[config.mk]
export PLATFORM = sky130hd
export DESIGN_NAME = pipelined_alu_seq
export DESIGN_NICKNAME = d
export VERILOG_FILES = /design/src/rtl/alu_pkg.sv /design/src/rtl/alu_comb_core.sv /design/src/rtl/pipelined_alu_seq.sv
export SDC_FILE = /design/constraint.sdc
export NUM_CORES = 1
export LEC_CHECK = 0
export BUFFER_PORTS_ARGS = -buffer_cell sky130_fd_sc_hd__buf_4
export CAP_MARGIN = 25
export CORE_ASPECT_RATIO = 1.5
export CORE_MARGIN = 5
export CORE_UTILIZATION = 33
export DETAILED_ROUTE_END_ITERATION = 8
export PLACE_DENSITY_LB_ADDON = 0.25
export RECOVER_POWER = 100
export SLEW_MARGIN = 40
export SYNTH_ARGS = -nofsm -noshare
export SYNTH_HDL_FRONTEND = slang
export SYNTH_SLANG_ARGS = --single-unit
[constraint.sdc]
create_clock -name clk -period 2.15 [get_ports clk]
set_clock_uncertainty 0.05 [all_clocks]
set_input_delay 0.1075 -clock clk [delete_from_list [all_inputs] [get_ports clk]]
set_output_delay 0.1075 -clock clk [all_outputs]
set_load 0.03 [all_outputs]
[src/rtl/alu_pkg.sv]
// Shared opcodes and FSM state encodings for pipelined_alu_seq and alu_comb_core.
// The legacy 3-bit ALU command codes are reused unchanged as op[2:0] with op[3]=0.
package alu_pkg;

    localparam logic [2:0] CMD_ADD  = 3'd0;
    localparam logic [2:0] CMD_SUB  = 3'd1;
    localparam logic [2:0] CMD_XOR  = 3'd2;
    localparam logic [2:0] CMD_SLT  = 3'd3;
    localparam logic [2:0] CMD_AND  = 3'd4;
    localparam logic [2:0] CMD_NAND = 3'd5;
    localparam logic [2:0] CMD_NOR  = 3'd6;
    localparam logic [2:0] CMD_OR   = 3'd7;

    localparam logic [3:0] OP_ADD  = {1'b0, CMD_ADD};
    localparam logic [3:0] OP_SUB  = {1'b0, CMD_SUB};
    localparam logic [3:0] OP_XOR  = {1'b0, CMD_XOR};
    localparam logic [3:0] OP_SLT  = {1'b0, CMD_SLT};
    localparam logic [3:0] OP_AND  = {1'b0, CMD_AND};
    localparam logic [3:0] OP_NAND = {1'b0, CMD_NAND};
    localparam logic [3:0] OP_NOR  = {1'b0, CMD_NOR};
    localparam logic [3:0] OP_OR   = {1'b0, CMD_OR};
    localparam logic [3:0] OP_MUL  = 4'h8;
    localparam logic [3:0] OP_SLL  = 4'h9;
    localparam logic [3:0] OP_SRL  = 4'hA;
    localparam logic [3:0] OP_SRA  = 4'hB;

    typedef enum logic [1:0] {
        ST_IDLE = 2'd0,
        ST_BUSY = 2'd1,
        ST_DONE = 2'd2
    } state_t;

endpackage

[src/rtl/alu_comb_core.sv]
// Single-cycle ALU datapath: add/sub/logic/signed SLT/barrel shifts with carry and overflow.
// MUL and opcodes C-F are reported as illegal here; the top level decides what MUL means.
module alu_comb_core
    import alu_pkg::*;
#(
    parameter int WIDTH   = 32,
    parameter int SHAMT_W = 5
) (
    input  logic [3:0]       op_i,
    input  logic [WIDTH-1:0] a_i,
    input  logic [WIDTH-1:0] b_i,
    output logic [WIDTH-1:0] result_o,
    output logic             carry_o,
    output logic             overflow_o,
    output logic             illegal_o
);

    logic [WIDTH:0]     add_w;
    logic [WIDTH:0]     sub_w;
    logic               add_ovf;
    logic               sub_ovf;
    logic [SHAMT_W-1:0] shamt;

    assign shamt = b_i[SHAMT_W-1:0];
    assign add_w = {1'b0, a_i} + {1'b0, b_i};
    assign sub_w = {1'b0, a_i} + {1'b0, ~b_i} + {{WIDTH{1'b0}}, 1'b1};

    // Same-sign operands producing a different-sign result (carry into MSB ^ carry out).
    assign add_ovf = (a_i[WIDTH-1] == b_i[WIDTH-1]) && (add_w[WIDTH-1] != a_i[WIDTH-1]);
    assign sub_ovf = (a_i[WIDTH-1] != b_i[WIDTH-1]) && (sub_w[WIDTH-1] != a_i[WIDTH-1]);

    always_comb begin
        result_o   = '0;
        carry_o    = 1'b0;
        overflow_o = 1'b0;
        illegal_o  = 1'b0;
        case (op_i)
            OP_ADD: begin
                result_o   = add_w[WIDTH-1:0];
                carry_o    = add_w[WIDTH];
                overflow_o = add_ovf;
            end
            OP_SUB: begin
                result_o   = sub_w[WIDTH-1:0];
                carry_o    = sub_w[WIDTH];
                overflow_o = sub_ovf;
            end
            OP_XOR:  result_o = a_i ^ b_i;
            OP_SLT: begin
                result_o   = {{(WIDTH-1){1'b0}}, sub_w[WIDTH-1] ^ sub_ovf};
                overflow_o = sub_ovf;
            end
            OP_AND:  result_o = a_i & b_i;
            OP_NAND: result_o = ~(a_i & b_i);
            OP_NOR:  result_o = ~(a_i | b_i);
            OP_OR:   result_o = a_i | b_i;
            OP_SLL:  result_o = a_i << shamt;
            OP_SRL:  result_o = a_i >> shamt;
            OP_SRA:  result_o = $signed(a_i) >>> shamt;
            default: illegal_o = 1'b1;
        endcase
    end

endmodule

[src/rtl/pipelined_alu_seq.sv]
// Handshaked ALU: valid/ready in, result+flags held until consumed. Define
// PIPELINED_ALU_MUL_EN to build the iterative shift-add multiplier (op 8); otherwise op 8 is illegal.
//   state   | meaning
//   IDLE    | ready for a new op (in_ready=1)
//   BUSY    | multiplier iterating, one partial-product bit per cycle
//   DONE    | result/flags valid, waiting for consumer
module pipelined_alu_seq
    import alu_pkg::*;
#(
    parameter int WIDTH   = 32,
    parameter int SHAMT_W = 5
) (
    input  logic             clk,
    input  logic             rst_n,
    input  logic             in_valid,
    output logic             in_ready,
    input  logic [3:0]       op,
    input  logic [WIDTH-1:0] a,
    input  logic [WIDTH-1:0] b,
    output logic             out_valid,
    input  logic             out_ready,
    output logic [WIDTH-1:0] result,
    output logic             carry,
    output logic             overflow,
    output logic             zero,
    output logic             illegal
);

    state_t           state_q, state_d;
    logic             accept;
    logic             consume;
    logic [WIDTH-1:0] core_res;
    logic             core_carry, core_ovf, core_ill;
    logic [WIDTH-1:0] result_q, result_d;
    logic             carry_q, carry_d;
    logic             overflow_q, overflow_d;
    logic             illegal_q, illegal_d;

    assign accept  = in_valid & in_ready;
    assign consume = out_valid & out_ready;

    alu_comb_core #(.WIDTH(WIDTH), .SHAMT_W(SHAMT_W)) u_core (
        .op_i       (op),
        .a_i        (a),
        .b_i        (b),
        .result_o   (core_res),
        .carry_o    (core_carry),
        .overflow_o (core_ovf),
        .illegal_o  (core_ill)
    );

`ifdef PIPELINED_ALU_MUL_EN
    logic [WIDTH-1:0]   mcand_q, mcand_d;
    logic [WIDTH-1:0]   mplier_q, mplier_d;
    logic [WIDTH-1:0]   acc_q, acc_d, acc_step;
    logic [SHAMT_W-1:0] cnt_q, cnt_d;
    logic               mul_last;

    assign acc_step = acc_q + (mplier_q[0] ? mcand_q : '0);
    assign mul_last = (state_q == ST_BUSY) && (cnt_q == SHAMT_W'(WIDTH-1));

    always_comb begin
        mcand_d  = mcand_q;
        mplier_d = mplier_q;
        acc_d    = acc_q;
        cnt_d    = cnt_q;
        if (accept && op == OP_MUL) begin
            mcand_d  = a;
            mplier_d = b;
            acc_d    = '0;
            cnt_d    = '0;
        end else if (state_q == ST_BUSY) begin
            mcand_d  = mcand_q << 1;
            mplier_d = mplier_q >> 1;
            acc_d    = acc_step;
            cnt_d    = cnt_q + SHAMT_W'(1);
        end
    end

    always_ff @(posedge clk or negedge rst_n) begin
        if (!rst_n) begin
            mcand_q  <= '0;
            mplier_q <= '0;
            acc_q    <= '0;
            cnt_q    <= '0;
        end else begin
            mcand_q  <= mcand_d;
            mplier_q <= mplier_d;
            acc_q    <= acc_d;
            cnt_q    <= cnt_d;
        end
    end
`endif

    always_ff @(posedge clk or negedge rst_n) begin
        if (!rst_n) state_q <= ST_IDLE;
        else        state_q <= state_d;
    end

    always_comb begin
        state_d = state_q;
        case (state_q)
            ST_IDLE: begin
                if (accept) state_d = ST_DONE;
`ifdef PIPELINED_ALU_MUL_EN
                if (accept && op == OP_MUL) state_d = ST_BUSY;
`endif
            end
`ifdef PIPELINED_ALU_MUL_EN
            ST_BUSY: if (mul_last) state_d = ST_DONE;
`endif
            ST_DONE: if (consume) state_d = ST_IDLE;
            default: state_d = ST_IDLE;
        endcase
    end

    always_comb begin
        in_ready  = (state_q == ST_IDLE);
        out_valid = (state_q == ST_DONE);
        // Gated so all flags read 0 out of reset even though result_q is 0.
        zero      = out_valid && (result_q == '0);
    end

    always_comb begin
        result_d   = result_q;
        carry_d    = carry_q;
        overflow_d = overflow_q;
        illegal_d  = illegal_q;
        if (accept) begin
            result_d   = core_res;
            carry_d    = core_carry;
            overflow_d = core_ovf;
            illegal_d  = core_ill;
`ifdef PIPELINED_ALU_MUL_EN
            if (op == OP_MUL) begin
                result_d   = '0;
                carry_d    = 1'b0;
                overflow_d = 1'b0;
                illegal_d  = 1'b0;
            end
`endif
        end
`ifdef PIPELINED_ALU_MUL_EN
        if (mul_last) result_d = acc_step;
`endif
    end

    always_ff @(posedge clk or negedge rst_n) begin
        if (!rst_n) begin
            result_q   <= '0;
            carry_q    <= 1'b0;
            overflow_q <= 1'b0;
            illegal_q  <= 1'b0;
        end else begin
            result_q   <= result_d;
            carry_q    <= carry_d;
            overflow_q <= overflow_d;
            illegal_q  <= illegal_d;
        end
    end

    assign result   = result_q;
    assign carry    = carry_q;
    assign overflow = overflow_q;
    assign illegal  = illegal_q;

endmodule

==> summary.txt, run 1 <==
Floorplan
  • I/O Pins: 110
  • Core Area: 33340 µm²
  • Chip height: roughly 230 µm
  • Row cnt: approximately 80
  • Initial Utilization: 0.3331
  • Die area: 37500 µm²
  • Die width: around 160 µm

Finish
  • # diodes: 0
  • Area delta synth->final: 75.38%
  • Final design instance area without fill: a little under 20000 µm²
  • Layout cells sized above 1: 0.4842
  • NumNets Final: 2387
  • Fill cells: 3106
  • Post-Layout Cell Count: about 2.6k

Critical path
  • Reg2reg path depth: 10
  • Crit path DAT: around 3.1 ns
  • Setup crit start: b[20]
  • Crit path cell chain: buf_8, inv_4, ha_4, inv_2, a21o_1, a2111oi_4, a21oi_2, or3_1, o211ai_1, a21oi_1, nor2_1, o21bai_1, fa_2, buf_6, xor2_2, a41oi_2, o22ai_1
  • Crit-path max FO: 5
  • CP startpoint kind: primary input
  • Crit path capture: overflow$_DFFE_PN0P_
  • Worst setup EP type: flip-flop
  • Worst Path Required: 2.30 ns
  • Critical R2R Launch: state_q[1]$_DFFE_PN0P_
  • Critical R2R Capture: result[23]$_DFFE_PN0P_
  • R2R Setup Slk: 0.03 ns
  • CP peak stage delay: 0.57 ns
  • Slowest-stage cell, CP: fa_2
  • CP Class: in2reg

Timing
  • Setup Viol. Count Final: 29
  • Measured slew at the worst slew-check pin: 0.8765 ns
  • Fmax: ~340 MHz
  • TNS Setup: -7.435 ns
  • Worst hold slack: between 0.2 and 0.25 ns
  • Tmin final: 2.899 ns
  • PnR worst setup slack: -0.7492 ns
  • Final Hold Vio Count: 0
  • Fin crit share: 1.348
  • Final Max Tran Viols: 0
  • Unrepaired setup endpoints after global routing: true
  • Max_slew headroom: 0.4157

CTS
  • CTS buffer count: 5
  • Clk_lat worst skew: about 0.28 ns
  • Clock transition at path regs: approximately 0.060 ns
  • # clock sinks: 36
  • Root buffer cell: clkbuf_16
  • H-tree depth: 2
  • Clk buf depth: 2
  • CTS tree: done

Synth
  • Syn avg cell area: 7.016 µm²
  • Mapped Area: between 10000 and 15000 µm²
  • Post-synthesis mux area share: 0.1409
  • Post-Synth Adder-Cell Area: 0.1215
  • Largest family of logic cells by synthesized area: compound AO/OA/AOI/OAI gates
  • Syn nets: between 1.5k and 2k
  • Post-synthesis simple-gate area fraction: 0.1963
  • Sequential share of the synthesized area: 0.08112
  • Ranking of synthesized cells by area: ha_1 12%, dfrtp_1 8.1%, mux2i_1 8.1%, a21oi_1 6.0%, nand2_1 5.4%
  • Most common cell in the synthesized netlist: nand2_1
  • Flops & latches, synth: 36
  • Gate Count Post-Synth: about 1.6k
  • Post-synth top flop: dfrtp_1
  • Number of flops mapped to enable cells by yosys: 0
  • Commonest cells post-synth: 161 x nand2_1, 153 x nor2_1, 134 x a21oi_1
  • Netlist cell types: 88
  • Asr flop ratio synth: 1.000
  • Largest area contributor in the synthesized netlist: ha_1
  • Synth Warn #: 0
  • Post-Synth XOR/XNOR Area: 0.03549
  • Post-synthesis compound-gate area fraction: 0.3378
  • Top cell type's share of synthesized area: 0.1160

Drt
  • Avg Vias per Cell: between 6 and 7
  • Vias after detailed routing: between 15k and 20k
  • Pre-Repair DR Iteration Count: 6
  • Final wirelength: between 60 and 70 mm
  • Wire per inst: ~25 µm
  • DRC: 0
  • ANT nets after route: 0
  • Detailed Route Iter0 Violations: ~1.5k

Power
  • PnR Total Power: 7483 µW
  • P_leak: between 0.008 and 0.009 µW
  • Peak supply drop: 0.0003323 V
  • Pwr dens: roughly 380 nW/µm²

Placed design
  • GP Congestion: about 1.1
  • Placed insts: 2541
  • DP Wirelength: between 50 and 60 mm
  • DP Area: between 15000 and 20000 µm²
  • IO buf count: ~110

Run status
  • Failing checks: negative setup slack
  • Status: finished, violations left

GRT
  • Vias in the first global route: 15.80k
  • Remaining Overflow, GRT: 0
  • Largest net degree at the start of global routing: 66
  • Gr usage total: 0.3361
  • Initial antenna violation count: 0
  • First-pass GRT wire length: approximately 98 mm

Min path
  • Hold Path Class: in2reg

Job
  • Max Cap Violations: 0
worst min path at each step:
| stage | startpoint | to | slack, ns | depth (start not counted) |
|---|---|---|---|---|
| after floorplan | rst_n | carry$_DFFE_PN0P_ | -0.24 | 0 |
| after global placement | rst_n | result[28]$_DFFE_PN0P_ | 0.03 | 1 |
| after detailed placement | rst_n | result[31]$_DFFE_PN0P_ | 0.03 | 1 |
| after CTS | in_valid | state_q[1]$_DFFE_PN0P_ | 0.24 | 4 |
| after global routing | in_valid | state_q[1]$_DFFE_PN0P_ | 0.27 | 4 |
| final | in_valid | state_q[1]$_DFFE_PN0P_ | 0.23 | 4 |
power breakdown:
group | leakage [µW] | switching, µW | internal, µW
logic | 0.00797 | 3200 | 2630
clock network | 0.0000691 | 276 | 460
registers | 0.000470 | 120 | 797
per-layer routing:
metal / share of wire / routed length (µm) / GRT usage
met4: 0.077 / 5150 / 0.1946
met5: 0 / 0 / 0
met1: 0.38 / 25110 / 0.4017
met3: 0.071 / 4775 / 0.03804
met2: 0.48 / 31910 / 0.5802
critical path, delay by kind of cell:
| family | cells | cell delay, ns |
|---|---|---|
| AOI/OAI and AO/OA | 8 | 1.25 |
| xor gates and xnor gates | 1 | 0.13 |
| adders and majority gates | 2 | 0.85 |
| buffers and inverters | 4 | 0.27 |
| and+or+nand+nor | 2 | 0.43 |
per-stage QoR:
step           setup slack, ns  utilization
3_3_place_gp            -1.212       0.4890
6_report               -0.7492       0.5841
5_1_grt                -0.9107       0.5841
4_1_cts                -0.7362       0.5603
2_1_floorplan          -0.9519            -
3_5_place_dp            -1.290       0.4890
sequential cells by signal, indices dropped and copies added, names as in the netlist:
register	cells
state_q	1
result	32
overflow	1
carry	1
illegal	1
cells by family (layout without fill, tap and decap cells):
group / Yosys count / count (layout)
buffers and inverters: 226 / 853
DFF: 36 / 36
and+or+nand+nor: 482 / 482
adders and majority gates: 106 / 106
AOI/OAI and AO/OA: 555 / 555
xor gates and xnor gates: 45 / 45
muxes: 133 / 133
what timing repair did:
action / in CTS / in global routing
setup buffers: 54 / 30
hold endpoints to repair: 37 / 0
setup endpoints to repair: 34 / 34
cloned: 8 / 0
resized for setup: 346 / 173
hold buffers: 2 / 0
pin swaps: 94 / 92
cell type report:
| class | count | area [µm²] | share of cell area |
|---|---|---|---|
| multi-input combinational | 1321 | 11300 | 0.5801 |
| timing repair buffer | 743 | 6152 | 0.3159 |
| sequential | 36 | 900.9 | 0.04625 |
| tap | 420 | 525.5 | 0.02698 |
| inverter | 102 | 446.7 | 0.02293 |
| clock buffer | 6 | 138.9 | 0.007130 |
| clock inverter | 2 | 15.01 | 0.0007709 |
placed cells by master, fill, tap and decap left out, types with 20 or more instances in the layout:
cell      instances
dfrtp_1          36
o22ai_1          22
o21ai_0          62
o21ai_1          28
nor3_1           21
nor2_1          139
xnor2_1          34
ha_1             68
o211ai_1         29
a21oi_1          97
buf_4           608
nand2_1         148
a21oi_2          28
ha_4             32
mux2i_1          64
nand2b_1         20
buf_6            52
clkbuf_1         38
inv_1            69
Power figures use the tool's default switching activity.
==> inputs of run 2 (changes only) <==
--- a/config.mk
+++ b/config.mk
@@ -7,6 +7,8 @@
 export LEC_CHECK = 0
 export BUFFER_PORTS_ARGS = -buffer_cell sky130_fd_sc_hd__buf_4
 export CAP_MARGIN = 25
+export CELL_PAD_IN_SITES_DETAIL_PLACEMENT = 1
+export CELL_PAD_IN_SITES_GLOBAL_PLACEMENT = 2
 export CORE_ASPECT_RATIO = 1.5
 export CORE_MARGIN = 5
 export CORE_UTILIZATION = 33
==> run 2 against run 1 <==
Net effect:
- the run still ends with negative setup slack left
- die area unchanged
- worst setup slack got worse by 0.14 ns
- clock power increased by 11%
- maximum frequency decreased by 4.5%
- combinational power increased by 6.3%
- global-route usage increased by 5.0 points
- sequential share of layout area decreased by 0.076 points
- sequential power increased by 8.4%
- first-iteration DRC count decreased by 5.1%
- register-to-register slack about the same
- critical path type unchanged
- largest power group unchanged
- highest routed layer unchanged
==> summary.txt, run 2 (same netlist as run 1, synthesis figures left out) <==
Drt
  • Avg Vias per Cell: 6.292 (+4.6%)
  • ANT nets after route: 0 (unchanged)
  • Vias after detailed routing: 16.45k (+3.9%)
  • Pre-Repair DR Iteration Count: 6 (unchanged)
  • Detailed Route Iter0 Violations: 1432 (-5.1%)
  • DRC: 0 (unchanged)
  • Final wirelength: 77.95 mm (+16%)
  • Wire per inst: 29.82 µm (+17%)

Placed design
  • Setup WS pre-CTS: -1.446 ns (-0.1555 ns)
  • GP Congestion: 1.007 (-7.3%)
  • IO buf count: 109 (unchanged)
  • DP Wirelength: 58.08 mm (+11%)

Power
  • Clock power frac: 0.102 (+0.004)
  • P_leak: 0.008571 µW (+0.78%)
  • Gate power share: 0.774 (-0.005)
  • Peak supply drop: 0.0003423 V (+3.0%)
  • Sw Share: 0.5000 (+0.01979)
  • Psw: 4002 µW (+11%)
  • P_int: 4002 µW (+2.9%)
  • Flop pwr share: 0.124 (+0.002)
  • Pwr dens: 404.2 nW/µm² (+5.2%)

GRT
  • Largest net degree at the start of global routing: 60 (-9.1%)
  • Vias in the first global route: 17.22k (+9.0%)
  • Remaining Overflow, GRT: 0 (unchanged)
  • Gr usage total: 0.3856 (+0.04955)
  • First-pass GRT wire length: 110.9 mm (+13%)
  • Initial antenna violation count: 0 (unchanged)

Min path
  • Hold path startpoint: in_valid
  • Hold Path End: state_q[1]$_DFFE_PN0P_
  • WHS Path Cells: 3 (-1)
  • Hold Path Class: in2reg

Critical path
  • Critical R2R Launch: state_q[1]$_DFFE_PN0P_
  • CP startpoint kind: primary input
  • Crit-path max FO: 5 (unchanged)
  • Crit path DAT: 3.17 ns (+0.12 ns)
  • CP Class: in2reg
  • Worst setup EP type: flip-flop
  • Reg2reg path depth: 7 (-3)
  • R2R Setup Slk: 0.03 ns (about the same)
  • Critical R2R Capture: result[30]$_DFFE_PN0P_
  • Worst Path Required: 2.29 ns (about the same)

Finish
  • NumNets Final: 2371 (-0.67%)
  • Most frequent cells in the layout: 569 x buf_4, 149 x nand2_1, 130 x nor2_1
  • Most common cell after layout, fill and taps aside: buf_4
  • Fill cells: 3948 (+27%)
  • Final core area utilization: 0.5939 (+0.009756)
  • # diodes: 0 (unchanged)
  • Flip-flop count of the largest register after layout: 32 (unchanged)
  • Area delta synth->final: 78.31%
  • Layout cells sized above 1: 0.4936 (+0.009456)

Timing
  • Unrepaired setup endpoints after global routing: true
  • Fin crit share: 1.411 (+0.06289)
  • PnR worst setup slack: -0.8844 ns (-0.1352 ns)
  • Fmax: 329.6 MHz (-4.5%)
  • Measured slew at the worst slew-check pin: 1.093 ns (+0.2165 ns)
  • Tmin final: 3.034 ns (+0.1352 ns)
  • Max_slew headroom: 0.2714 (-0.1443)
  • Final Hold Vio Count: 0 (unchanged)
  • Final Max Tran Viols: 0 (unchanged)
  • Setup Viol. Count Final: 35 (+21%)

CTS
  • CTS tree: done
  • Clk buf depth: 2 (unchanged)
  • H-tree depth: 2 (unchanged)
  • Clock transition at path regs: 0.07 ns (about the same)
  • Clk_lat worst skew: 0.30 ns (+0.02 ns)
  • Root buffer cell: clkbuf_16
  • CTS buffer count: 5 (unchanged)
  • # clock sinks: 36 (unchanged)

Run status
  • Failing checks: negative setup slack
  • Status: finished, violations left

Floorplan
  • Chip height: 234.7 µm (unchanged)
  • Initial Utilization: 0.3331 (unchanged)
  • Die area: 37500 µm² (unchanged)
  • I/O Pins: 110 (unchanged)
  • Die width: 159.8 µm (unchanged)
  • Row cnt: 82 (unchanged)
  • Core Area: 33340 µm² (unchanged)

Job
  • Max Cap Violations: 0 (unchanged)
==> run 2: cell count changes in the layout (fill, tap and decap cells not counted), moves of 5 or more <==
cell	before	now
inv_6	1	6
buf_4	608	569
nor2_2	8	14
mux2i_2	16	9
buf_6	52	79
inv_1	69	64
mux2i_4	10	15
ha_1	68	63
nor2_1	139	130
==> run 2: timing repair <==
item | in CTS | in global routing
resized for setup | 394 | 204
setup buffers | 55 | 44
endpoints found under the setup margin | 35 | 35
pin swaps | 131 | 140
cloned | 7 | 1
hold endpoints to repair | 37 | 0
hold buffers | 2 | 0
==> run 2: critical path, stage by stage <==
cell	delay, ns
buf_12	0.12
inv_4	0.05
ha_4	0.21
buf_6	0.12
nor3_4	0.26
nand3_4	0.15
nor2_4	0.20
nand3_4	0.10
nand3_4	0.15
o211ai_1	0.13
buf_4	0.18
a21oi_2	0.14
nor2_1	0.06
o21bai_2	0.18
fa_2	0.48
buf_6	0.13
xor2_1	0.13
a41oi_1	0.17
o22ai_1	0.09
==> run 2: how the worst max path moves through the flow <==
stage                     start                     end  slack [ns]  cells after the start
after detailed placement  a[20]  result[31]$_DFFE_PN0P_       -1.45                     17
after global placement    a[20]  result[31]$_DFFE_PN0P_       -1.41                     17
after global routing      b[16]    overflow$_DFFE_PN0P_       -1.02                     19
after floorplan            b[2]  result[31]$_DFFE_PN0P_       -0.95                     20
after CTS                 a[20]    overflow$_DFFE_PN0P_       -0.78                     18
final                     a[20]    overflow$_DFFE_PN0P_       -0.88                     19
==> run 2: cell type report <==
cell class                 instances  area [µm²]  share of cell area
clock inverter                     2       13.76           0.0006950
inverter                         102       460.4             0.02325
tap                              420       525.5             0.02654
timing repair buffer             727        6143              0.3102
clock buffer                       6       138.9            0.007013
multi-input combinational       1321       11620              0.5868
sequential                        36       900.9             0.04549
==> run 2: power by group through the flow <==
stage | Clock (µW) | Combinational (µW) | Sequential (µW)
floorplan | 0 | 2170 | 1130
global placement | 0 | 4760 | 978
detailed placement | 0 | 4840 | 979
CTS | 823 | 5660 | 980
global route | 834 | 6430 | 992
finish | 815 | 6200 | 993
==> run 2: metal layers <==
metal / track usage / up-vias / routed length (µm)
met5: 0 / - / 0
met3: 0.05856 / 337 / 5117
met4: 0.2400 / 0 / 6176
met1: 0.4340 / 8178 / 28530
met2: 0.6789 / 857 / 38120
li1: - / 7076 / -
==> run 2: metrics by stage <==
step | power [µW] | area [µm²] | instances | hold slack (ns) | TNS, ns
final | 8004 | 19800 | 2614 | 0.2421 | -10.24
after global routing | 8258 | 19800 | 2614 | 0.2992 | -12.34
after CTS | 7463 | 18750 | 2583 | 0.2332 | -9.265
after detailed placement | 5823 | 16210 | 2523 | 0.07257 | -28.65
after global placement | 5736 | 16210 | 2523 | 0.06910 | -26.50
after floorplan | 3303 | 11420 | 1583 | -0.2381 | -9.117
